### src/rtl/oled_spi_rx.sv
// SPI slave standing in for a 96x64 SSD1331-style OLED: oversamples the 4-wire link and decodes
// address-window commands and pixel writes. Define COLOR16_EN for RGB565 pixels (two bytes each).
module oled_spi_rx #(
    parameter int WIDTH       = 96,
    parameter int HEIGHT      = 64,
    parameter int SYNC_STAGES = 2
) (
    input  logic        clk,
    input  logic        resetn,
    input  logic        oled_csn,
    input  logic        oled_clk,
    input  logic        oled_mosi,
    input  logic        oled_dc,
    input  logic        oled_resn,
    output logic        pix_we,
    output logic [6:0]  pix_x,
    output logic [5:0]  pix_y,
`ifdef COLOR16_EN
    output logic [15:0] pix_color,
`else
    output logic [7:0]  pix_color,
`endif
    output logic        cmd_valid,
    output logic [7:0]  cmd_byte,
    output logic        display_on
);

`ifdef COLOR16_EN
    localparam int CW = 16;
`else
    localparam int CW = 8;
`endif
    localparam int NS = (SYNC_STAGES < 2) ? 2 : SYNC_STAGES;
    localparam logic [7:0] COL_MAX = 8'(WIDTH - 1);
    localparam logic [7:0] ROW_MAX = 8'(HEIGHT - 1);

    typedef enum logic [2:0] {IDLE, COL_S, COL_E, ROW_S, ROW_E} state_t;

    logic [NS-1:0] csn_sync, sck_sync, mosi_sync, dc_sync, resn_sync;
    logic          csn_s, sck_s, mosi_s, dc_s, resn_s, sck_prev, sck_rise;
    logic [2:0]    bit_cnt;
    logic [6:0]    shift;
    logic          byte_valid, byte_dc;
    logic [7:0]    byte_data;

    state_t        state;
    logic [6:0]    col_start, col_end, x, x_next, col_arg;
    logic [5:0]    row_start, row_end, y, y_next, row_arg;
    logic          col_wrap, row_wrap, pixel_fire;
    logic [CW-1:0] pixel_value;

    always_ff @(posedge clk or negedge resetn) begin
        if (!resetn) begin
            csn_sync  <= '1;
            sck_sync  <= '0;
            mosi_sync <= '0;
            dc_sync   <= '0;
            resn_sync <= '0;
        end else begin
            csn_sync  <= {csn_sync[NS-2:0], oled_csn};
            sck_sync  <= {sck_sync[NS-2:0], oled_clk};
            mosi_sync <= {mosi_sync[NS-2:0], oled_mosi};
            dc_sync   <= {dc_sync[NS-2:0], oled_dc};
            resn_sync <= {resn_sync[NS-2:0], oled_resn};
        end
    end

    assign csn_s    = csn_sync[NS-1];
    assign sck_s    = sck_sync[NS-1];
    assign mosi_s   = mosi_sync[NS-1];
    assign dc_s     = dc_sync[NS-1];
    assign resn_s   = resn_sync[NS-1];
    assign sck_rise = sck_s && !sck_prev && !csn_s;

    // Byte assembly; deselect or display reset drops any partial byte.
    always_ff @(posedge clk or negedge resetn) begin
        if (!resetn) begin
            sck_prev   <= 1'b0;
            bit_cnt    <= '0;
            shift      <= '0;
            byte_valid <= 1'b0;
            byte_data  <= '0;
            byte_dc    <= 1'b0;
        end else begin
            sck_prev   <= sck_s;
            byte_valid <= 1'b0;
            if (!resn_s || csn_s) begin
                bit_cnt <= '0;
            end else if (sck_rise) begin
                shift   <= {shift[5:0], mosi_s};
                bit_cnt <= bit_cnt + 3'd1;
                if (bit_cnt == 3'd7) begin
                    byte_valid <= 1'b1;
                    byte_data  <= {shift, mosi_s};
                    byte_dc    <= dc_s;
                end
            end
        end
    end

`ifdef COLOR16_EN
    logic       pending;
    logic [7:0] color_hi;

    always_ff @(posedge clk or negedge resetn) begin
        if (!resetn) begin
            pending  <= 1'b0;
            color_hi <= '0;
        end else if (!resn_s || csn_s) begin
            pending <= 1'b0;
        end else if (byte_valid) begin
            if (!byte_dc || pending) begin
                pending <= 1'b0;
            end else begin
                pending  <= 1'b1;
                color_hi <= byte_data;
            end
        end
    end

    assign pixel_fire  = byte_valid && byte_dc && pending;
    assign pixel_value = {color_hi, byte_data};
`else
    assign pixel_fire  = byte_valid && byte_dc;
    assign pixel_value = byte_data;
`endif

    always_comb begin
        col_arg  = (byte_data > COL_MAX) ? COL_MAX[6:0] : byte_data[6:0];
        row_arg  = (byte_data > ROW_MAX) ? ROW_MAX[5:0] : byte_data[5:0];
        col_wrap = (x == col_end) || (col_start > col_end);
        row_wrap = (y == row_end) || (row_start > row_end);
        x_next   = col_wrap ? col_start : x + 7'd1;
        y_next   = y;
        if (col_wrap) begin
            y_next = row_wrap ? row_start : y + 6'd1;
        end
    end

    always_ff @(posedge clk or negedge resetn) begin
        if (!resetn) begin
            state <= IDLE;
            col_start <= '0;
            col_end <= COL_MAX[6:0];
            row_start <= '0;
            row_end <= ROW_MAX[5:0];
            x <= '0;
            y <= '0;
            pix_we <= 1'b0;
            pix_x <= '0;
            pix_y <= '0;
            pix_color <= '0;
            cmd_valid <= 1'b0;
            cmd_byte <= '0;
            display_on <= 1'b0;
        end else if (!resn_s) begin
            state <= IDLE;
            col_start <= '0;
            col_end <= COL_MAX[6:0];
            row_start <= '0;
            row_end <= ROW_MAX[5:0];
            x <= '0;
            y <= '0;
            pix_we <= 1'b0;
            pix_x <= '0;
            pix_y <= '0;
            pix_color <= '0;
            cmd_valid <= 1'b0;
            cmd_byte <= '0;
            display_on <= 1'b0;
        end else begin
            pix_we    <= 1'b0;
            cmd_valid <= 1'b0;
            if (byte_valid && byte_dc) begin
                // Data aborts any half-finished address command.
                state <= IDLE;
                if (pixel_fire) begin
                    pix_we    <= 1'b1;
                    pix_x     <= x;
                    pix_y     <= y;
                    pix_color <= pixel_value;
                    x         <= x_next;
                    y         <= y_next;
                end
            end else if (byte_valid) begin
                case (state)
                    IDLE: begin
                        if (byte_data == 8'h15) begin
                            state <= COL_S;
                        end else if (byte_data == 8'h75) begin
                            state <= ROW_S;
                        end else begin
                            cmd_valid <= 1'b1;
                            cmd_byte  <= byte_data;
                            if (byte_data == 8'hAF) display_on <= 1'b1;
                            else if (byte_data == 8'hAE) display_on <= 1'b0;
                        end
                    end
                    COL_S: begin
                        col_start <= col_arg;
                        state     <= COL_E;
                    end
                    COL_E: begin
                        col_end <= col_arg;
                        x       <= col_start;
                        state   <= IDLE;
                    end
                    ROW_S: begin
                        row_start <= row_arg;
                        state     <= ROW_E;
                    end
                    ROW_E: begin
                        row_end <= row_arg;
                        y       <= row_start;
                        state   <= IDLE;
                    end
                    default: state <= IDLE;
                endcase
            end
        end
    end

endmodule

### config.mk
export PLATFORM = sky130hd
export DESIGN_NAME = oled_spi_rx
export DESIGN_NICKNAME = d
export VERILOG_FILES = /design/src/rtl/oled_spi_rx.sv
export SDC_FILE = /design/constraint.sdc
export NUM_CORES = 1
export LEC_CHECK = 0
export CORE_ASPECT_RATIO = 1.4
export CORE_MARGIN = 3
export CORE_UTILIZATION = 55
export DETAILED_ROUTE_END_ITERATION = 10
export HOLD_SLACK_MARGIN = 0.1
export PLACE_DENSITY = 0.84
export SKIP_CTS_REPAIR_TIMING = 1
export SYNTH_ARGS = -nofsm -noshare
export SYNTH_HDL_FRONTEND = slang
export SYNTH_SLANG_ARGS = --single-unit
### constraint.sdc
create_clock -name clk -period 3.6 [get_ports clk]
set_input_delay 0.54 -clock clk [delete_from_list [all_inputs] [get_ports clk]]
set_output_delay 0.54 -clock clk [all_outputs]
set_load 0.05 [all_outputs]
==> summary.log, run 1 <==
[setup_path] CP Launch Point row_end[4]
[sta] final-report max-slew violation count 0
[route] total DRC errors in the routed layout 0
[synthesis] number of nets produced by synthesis 534
[setup_path] worst r2r path cells 8
[grt] residual overflow from global routing 0
[floorplanning] Die Span X 87.2 um
[sta] Least-Margin Pin Slew 1.20 ns
[clocking] total clock buffers created by CTS 9
[clocking] Clk Tree Root Cell sky130_fd_sc_hd__clkbuf_16
[setup_path] Worst R2R Setup Slack 1.06 ns
[synthesis] yosys warns 0
[route] average wire per cell in the routed design 16.3 um
[pwr] leak pwr 0.00255 uW
[floorplanning] ports placed on the boundary 39
[sta] final period demand of the worst path 2.54 ns
[route] aggregate routed wire length 10400 um
[cells_and_area] number of filler instances in the final layout 701
[sta] Worst Clk Skew 0.00736 ns
[pwr] power consumption 2300 uW
[floorplanning] CORE AREA 8810 sq um
[pwr] cell area power density 400 nW/um^2
[cells_and_area] Finished Core Util 65.2%
[grt] Total GRT Usage 21.6%
[clocking] clock tree from TritonCTS built
[setup_path] Reg-to-Reg End y[0]
[sta] final setup vio count 0
[floorplanning] Std-Cell Rows 40
[pwr] maximum vdd ir drop 0.379 mV
[setup_path] start-to-end type of the worst setup path reg2reg
[grt] first-pass GRT wire length 17800 um
[setup_path] Required @ worst endpoint 3.81 ns
[clocking] number of clock sinks 105
[route] count of nets left with antenna violations after detail routing 0
[placed_design] HPWL Detailed 7310 um
[placed_design] # port buffers 38
[sta] Final Cycle Share 70.5%
[route] DRC violation total after the first TritonRoute iteration 214
[sta] final sum of negative setup slack 0 ns
[synthesis] number of different library cells in the post-synthesis netlist 49
[floorplanning] vertical die dimension 120 um
[sta] maximum frequency from static timing analysis 394 MHz
[grt] initial antenna violation count 0
[route] routed vias/inst 5.78
[setup_path] endpoint arrival time on the critical path 2.75 ns
[floorplanning] Die Area 10400 sq um
[cells_and_area] number of antenna cells inserted 0
[synthesis] proportion of netlist area held by the largest area contributor 44.9%
[min_path] class of the most critical hold timing path reg2reg
[synthesis] area leader, netlist sky130_fd_sc_hd__dfrtp_1
[setup_path] crit-path cells inv_1, ha_1, a21oi_2, a21boi_1, o32a_1, or3_1, a31oi_1, o22ai_1
[sta] Worst slew margin 19.4%
[synthesis] cells taking the most area after synthesis sky130_fd_sc_hd__dfrtp_1 (45%), sky130_fd_sc_hd__dfstp_2 (7.2%), sky130_fd_sc_hd__nand2_1 (5.0%)
[grt] vias in the first global route 3790
[floorplanning] effective utilization at floorplan 57.6%
[clocking] number of buffers between clock root and the deepest sink 2
[sta] hold slack final 0.352 ns
[clocking] Clk Latency, worst-skew pair 0.35 ns
[job] max cap viols 0
[sta] setup repair after global routing missed its margin no
[route] overall via count from detail_route 3702
[synthesis] prevailing post-synth register cell sky130_fd_sc_hd__dfrtp_1
[setup_path] capture point of the critical path y[0]
[outcome] run status completed
[setup_path] cell at the slowest stage of the critical path sky130_fd_sc_hd__dfstp_2
[cells_and_area] final net count 554
[synthesis] area of the mapped netlist 5070 sq um
[synthesis] average size of a mapped cell 9.95 sq um
[setup_path] type of element capturing the critical path register
[route] number of detailed-route iterations in the first pass 4
[synthesis] count of flip-flops with a built-in enable after synthesis 0
[setup_path] Max stage delay on crit path 0.55 ns
[synthesis] register area share after synthesis 52.1%
[cells_and_area] area grow syn2layout 13.2%
[setup_path] kind of start point of the critical path register
[clocking] post-CTS clock slew at the launch and capture registers of the worst setup and hold paths 0.07 ns
[synthesis] flip-flop and latch count after synthesis 105
[sta] hold violation count in the final report 0
[grt] largest net degree at the start of global routing 94
[clocking] Clock H-tree levels 3
[synthesis] FFs w/ async S/R, synth 100%
[placed_design] placer congestion estimate 0.911
[cells_and_area] proportion of layout cells with a drive suffix above 1 10.5%
[synthesis] Post-Synthesis Cells 510
[setup_path] source of the worst register-to-register timing path row_end[4]
[setup_path] crit-path max FO 7
## critical path, delay by kind of cell, from the launching register on
| family | cells | cell delay [ns] |
|---|---|---|
| AOI/OAI and AO/OA | 5 | 0.97 |
| adders and majority gates | 1 | 0.31 |
| buffers and inverters | 1 | 0.04 |
| DFF | 1 | 0.55 |
| and+or+nand+nor | 1 | 0.52 |
## cell usage after synthesis, types with 5 or more instances
cell / number
sky130_fd_sc_hd__a21boi_0: 22
sky130_fd_sc_hd__a21oi_1: 21
sky130_fd_sc_hd__buf_2: 7
sky130_fd_sc_hd__clkbuf_1: 22
sky130_fd_sc_hd__dfrtp_1: 91
sky130_fd_sc_hd__dfstp_2: 14
sky130_fd_sc_hd__ha_1: 17
sky130_fd_sc_hd__inv_1: 34
sky130_fd_sc_hd__mux2_2: 16
sky130_fd_sc_hd__mux2i_1: 14
sky130_fd_sc_hd__nand2_1: 68
sky130_fd_sc_hd__nand2b_1: 10
sky130_fd_sc_hd__nand3_1: 19
sky130_fd_sc_hd__nand4_1: 5
sky130_fd_sc_hd__nor2_1: 35
sky130_fd_sc_hd__nor3_1: 7
sky130_fd_sc_hd__o21ai_0: 31
sky130_fd_sc_hd__o21ai_1: 9
sky130_fd_sc_hd__o22ai_1: 5
sky130_fd_sc_hd__o311a_1: 5
sky130_fd_sc_hd__xnor2_1: 13
## how the worst min path moves through the flow
stage | from | to | slack (ns) | depth (start not counted)
floorplan | resetn | bit_cnt[0] | 0.24 | 0
global placement | mosi_sync[0] | mosi_sync[1] | 0.33 | 0
detailed placement | dc_sync[0] | dc_sync[1] | 0.34 | 0
CTS | dc_sync[0] | dc_sync[1] | 0.35 | 0
global route | csn_sync[0] | csn_sync[1] | 0.37 | 0
finish | dc_sync[0] | dc_sync[1] | 0.35 | 0
## cell families after synthesis
group / after synthesis / share of synthesized area (%)
AND/OR/NAND/NOR: 164 / 14.8
AO/OA/AOI/OAI: 111 / 14.3
flip-flops: 105 / 52.1
buffers and inverters: 66 / 5.35
multiplexers: 30 / 6.31
XOR/XNOR: 17 / 2.93
adder cells (fa/ha/maj): 17 / 4.19
## layout make-up
| type | instances | area, sq um | area share (%) |
|---|---|---|---|
| Timing Repair Buffer | 41 | 400 | 6.97 |
| Clock buffer | 9 | 225 | 3.92 |
| Sequential cell | 105 | 2650 | 46.0 |
| Clock inverter | 7 | 56.3 | 0.980 |
| Inverter | 34 | 128 | 2.22 |
| Multi-Input combinational cell | 339 | 2160 | 37.6 |
| Tap cell | 105 | 131 | 2.29 |
## per-stage QoR
step / cell area, sq um / worst slack (ns) / instances
after floorplan: 5070 / 1.34 / 510
after global placement: 5460 / 1.23 / 624
after detailed placement: 5460 / 1.13 / 624
after CTS: 5740 / 1.08 / 640
after global routing: 5740 / 0.981 / 640
final: 5740 / 1.06 / 640
## metal layers
| layer | vias to the layer above | global-route usage, % | share of wire [%] |
|---|---|---|---|
| met2 | 111 | 35.3 | 50 |
| li1 | 1778 | - | - |
| met3 | 30 | 3.30 | 3.9 |
| met5 | - | 0 | 0 |
| met1 | 1783 | 27.3 | 42 |
| met4 | 0 | 11.4 | 3.3 |
## power breakdown
part	switching (uW)	internal, uW	leakage (uW)	total (uW)
registers	32.5	1230	0.00139	1260
clock network	432	474	0.000136	906
logic	77.1	55.2	0.00102	132
## sequential cells by signal, summed over array words and instances (netlist names), 3 cells and up
signal	count
pix_color	8
bit_cnt	3
col_start	7
byte_data	8
row_start	6
x	7
y	6
cmd_byte	8
pix_x	7
col_end	7
row_end	6
shift	7
state	3
pix_y	6
## cell usage in the layout, fill, tap and decap left out, types with 4 or more instances in the layout
cell                              netlist  layout
sky130_fd_sc_hd__buf_4                  2       4
sky130_fd_sc_hd__dfrtp_1               91      91
sky130_fd_sc_hd__nor3_1                 7       7
sky130_fd_sc_hd__clkdlybuf4s50_1        0      37
sky130_fd_sc_hd__inv_1                 34      34
sky130_fd_sc_hd__xnor2_1               13      13
sky130_fd_sc_hd__dfstp_2               14      14
sky130_fd_sc_hd__nor2_1                35      35
sky130_fd_sc_hd__a21boi_0              22      22
sky130_fd_sc_hd__mux2i_1               14      14
sky130_fd_sc_hd__o22ai_1                5       5
sky130_fd_sc_hd__nand3_1               19      19
sky130_fd_sc_hd__xor2_1                 4       4
sky130_fd_sc_hd__clkinv_4               0       4
sky130_fd_sc_hd__o21ai_1                9       9
sky130_fd_sc_hd__nand4_1                5       5
sky130_fd_sc_hd__o311a_1                5       5
sky130_fd_sc_hd__mux2_2                16      16
sky130_fd_sc_hd__nand2_1               68      68
sky130_fd_sc_hd__nand2b_1              10      10
sky130_fd_sc_hd__a21oi_1               21      21
sky130_fd_sc_hd__o21ai_0               31      31
sky130_fd_sc_hd__ha_1                  17      17
sky130_fd_sc_hd__clkbuf_16              0       9
Power figures use the tool's default switching activity.
==> run 2, diff against run 1 <==
==> constraint.sdc (replaced) <==
create_clock -name clk -period 2.53 [get_ports clk]
set_input_delay 0.3795 -clock clk [delete_from_list [all_inputs] [get_ports clk]]
set_output_delay 0.3795 -clock clk [all_outputs]
set_load 0.05 [all_outputs]
==> summary.log, run 2 (synthesis gave the netlist of run 1 again) <==
[route] Routed met1 length 4350 um [was 4420 um]
[floorplanning] effective utilization at floorplan 57.6% [unchanged]
[cells_and_area] number of antenna cells inserted 0 [unchanged]
[route] met3 routed wirelength 538 um [was 401 um]
[cells_and_area] commonest non-fill, non-tap cell in the layout sky130_fd_sc_hd__dfrtp_1 [unchanged]
[grt] Total GRT Usage 22.1% [was 21.6%]
[route] total DRC errors in the routed layout 0 [unchanged]
[clocking] post-CTS clock slew at the launch and capture registers of the worst setup and hold paths 0.07 ns [about the same]
[clocking] total clock buffers created by CTS 9 [unchanged]
[placed_design] HPWL Detailed 7680 um [was 7310 um]
[cells_and_area] final instance area 5880 sq um [was 5740 sq um]
[clocking] clock tree from TritonCTS built [unchanged]
[route] overall via count from detail_route 3722 [was 3702]
[setup_path] kind of start point of the critical path register [unchanged]
[clocking] Clk Latency, worst-skew pair 0.35 ns [about the same]
[route] average wire per cell in the routed design 16.5 um [was 16.3 um]
[clocking] Clk Tree Root Cell sky130_fd_sc_hd__clkbuf_16 [unchanged]
[setup_path] Required @ worst endpoint 2.75 ns [was 3.81 ns]
[cells_and_area] top flop regs byte_data x8, cmd_byte x8, pix_color x8 [unchanged]
[placed_design] # port buffers 38 [unchanged]
[floorplanning] CORE AREA 8810 sq um [unchanged]
[sta] hold violation count in the final report 0 [unchanged]
[grt] residual overflow from global routing 0 [unchanged]
[cells_and_area] final net count 566 [was 554]
[sta] setup repair after global routing missed its margin no [unchanged]
[floorplanning] Std-Cell Rows 40 [unchanged]
[sta] final period demand of the worst path 2.37 ns [was 2.54 ns]
[pwr] leak pwr 0.00264 uW [was 0.00255 uW]
[clocking] Clock H-tree levels 3 [unchanged]
[cells_and_area] number of filler instances in the final layout 683 [was 701]
[route] routed vias/inst 5.71 [was 5.78]
[route] aggregate routed wire length 10800 um [was 10400 um]
[cells_and_area] commonest cells after routing, fill and taps aside sky130_fd_sc_hd__dfrtp_1 (91), sky130_fd_sc_hd__nand2_1 (68), sky130_fd_sc_hd__clkdlybuf4s50_1 (37) [unchanged]
[grt] largest net degree at the start of global routing 56 [was 94]
[route] wire length on met2 5670 um [was 5240 um]
[sta] final setup vio count 0 [unchanged]
[setup_path] type of element capturing the critical path register [unchanged]
[setup_path] crit-path max FO 7 [unchanged]
[clocking] number of clock sinks 105 [unchanged]
[job] max cap viols 0 [unchanged]
[pwr] power consumption 3380 uW [was 2300 uW]
[grt] vias in the first global route 3793 [was 3790]
[pwr] cell area power density 575 nW/um^2 [was 400 nW/um^2]
[route] count of nets left with antenna violations after detail routing 0 [unchanged]
[route] number of detailed-route iterations in the first pass 5 [was 4]
[setup_path] Worst R2R Setup Slack 0.16 ns [was 1.06 ns]
[route] highest routed metal layer met4 [unchanged]
[route] DRC violation total after the first TritonRoute iteration 246 [was 214]
[sta] final-report max-slew violation count 0 [unchanged]
[pwr] maximum vdd ir drop 0.443 mV [was 0.379 mV]
[setup_path] endpoint arrival time on the critical path 2.59 ns [was 2.75 ns]
[sta] Final Cycle Share 93.6% [was 70.5%]
[sta] Worst Clk Skew 0.00857 ns [was 0.00736 ns]
[placed_design] Cells after DPL 635 [was 624]
[cells_and_area] proportion of layout cells with a drive suffix above 1 12.4% [was 10.5%]
[cells_and_area] area used by sequential logic in the layout 2650 sq um [unchanged]
[cells_and_area] area grow syn2layout 15.9% [was 13.2%]
[grt] first-pass GRT wire length 18000 um [was 17800 um]
[cells_and_area] multi-input gate area in the final layout 2160 sq um [about the same]
[clocking] number of buffers between clock root and the deepest sink 2 [unchanged]
[placed_design] placer congestion estimate 0.893 [was 0.911]
[min_path] class of the most critical hold timing path reg2reg [unchanged]
[placed_design] cell area reported after detailed placement 5570 sq um [was 5460 sq um]
[sta] hold slack final 0.347 ns [was 0.352 ns]
[floorplanning] Die Area 10400 sq um [unchanged]
[floorplanning] ports placed on the boundary 39 [unchanged]
[cells_and_area] Non-Filler Instances 652 [was 640]
[grt] initial antenna violation count 0 [unchanged]
[floorplanning] Die Span X 87.2 um [unchanged]
[sta] maximum frequency from static timing analysis 422 MHz [was 394 MHz]
[sta] Worst slew margin 19.1% [was 19.4%]
[outcome] run status completed [unchanged]
[sta] Least-Margin Pin Slew 1.20 ns [about the same]
[floorplanning] vertical die dimension 120 um [unchanged]
[setup_path] start-to-end type of the worst setup path reg2reg [unchanged]
[sta] final sum of negative setup slack 0 ns [unchanged]
-- run 2: cell types whose count changed in the layout (fill, tap and decap cells not counted), sizes merged --
cell and delta:
inv -1, bufinv +1, clkbuf +1, dlygate4sd3 +1, buf +11, clkinv -1
-- run 2: report_power, final --
group          leakage, uW  internal (uW)  total, uW  switching [uW]
Sequential         0.00139           1750       1800            49.9
Clock             0.000148            787       1380             594
Combinational      0.00110           87.6        202             115
-- run 2: cell type report --
cell class / count / area share, %
flip-flops and latches: 105 / 45.0
well taps: 105 / 2.23
multi-input cells: 339 / 36.8
clock buffers: 10 / 4.06
inverters: 34 / 2.17
clock inverters: 6 / 0.979
repair buffers: 53 / 8.81
-- run 2: worst paths after layout --
check                        startpoint           end  depth (start not counted)
max in group asynchronous        resetn    col_end[3]                          3
min                        mosi_sync[0]  mosi_sync[1]                          0
max                          row_end[4]          y[2]                          8
min reg2reg                mosi_sync[0]  mosi_sync[1]                          0
min in group asynchronous        resetn   cmd_byte[4]                          2
max reg2reg                  row_end[4]          y[2]                          8
-- run 2: metal layers --
metal	up-vias	track usage, %
li1	1802	-
met5	-	0
met4	0	9.98
met1	1781	26.7
met3	18	4.88
met2	121	37.3
-- run 2: critical path, stage by stage, from the launching register on --
cell and delay [ns]:
sky130_fd_sc_hd__dfstp_2 0.55, sky130_fd_sc_hd__inv_1 0.05, sky130_fd_sc_hd__ha_1 0.32, sky130_fd_sc_hd__a21oi_2 0.15
sky130_fd_sc_hd__a21boi_1 0.08, sky130_fd_sc_hd__o32a_1 0.37, sky130_fd_sc_hd__or3_4 0.44, sky130_fd_sc_hd__mux2i_1 0.18
sky130_fd_sc_hd__o21ai_0 0.10
-- run 2: through the flow --
stage                     setup WS (ns)  utilization, %
after floorplan                   0.269               -
after global placement            0.148            63.2
after detailed placement         0.0842            63.2
after CTS                        0.0661            66.6
after global routing             0.0838            66.8
final                             0.162            66.8
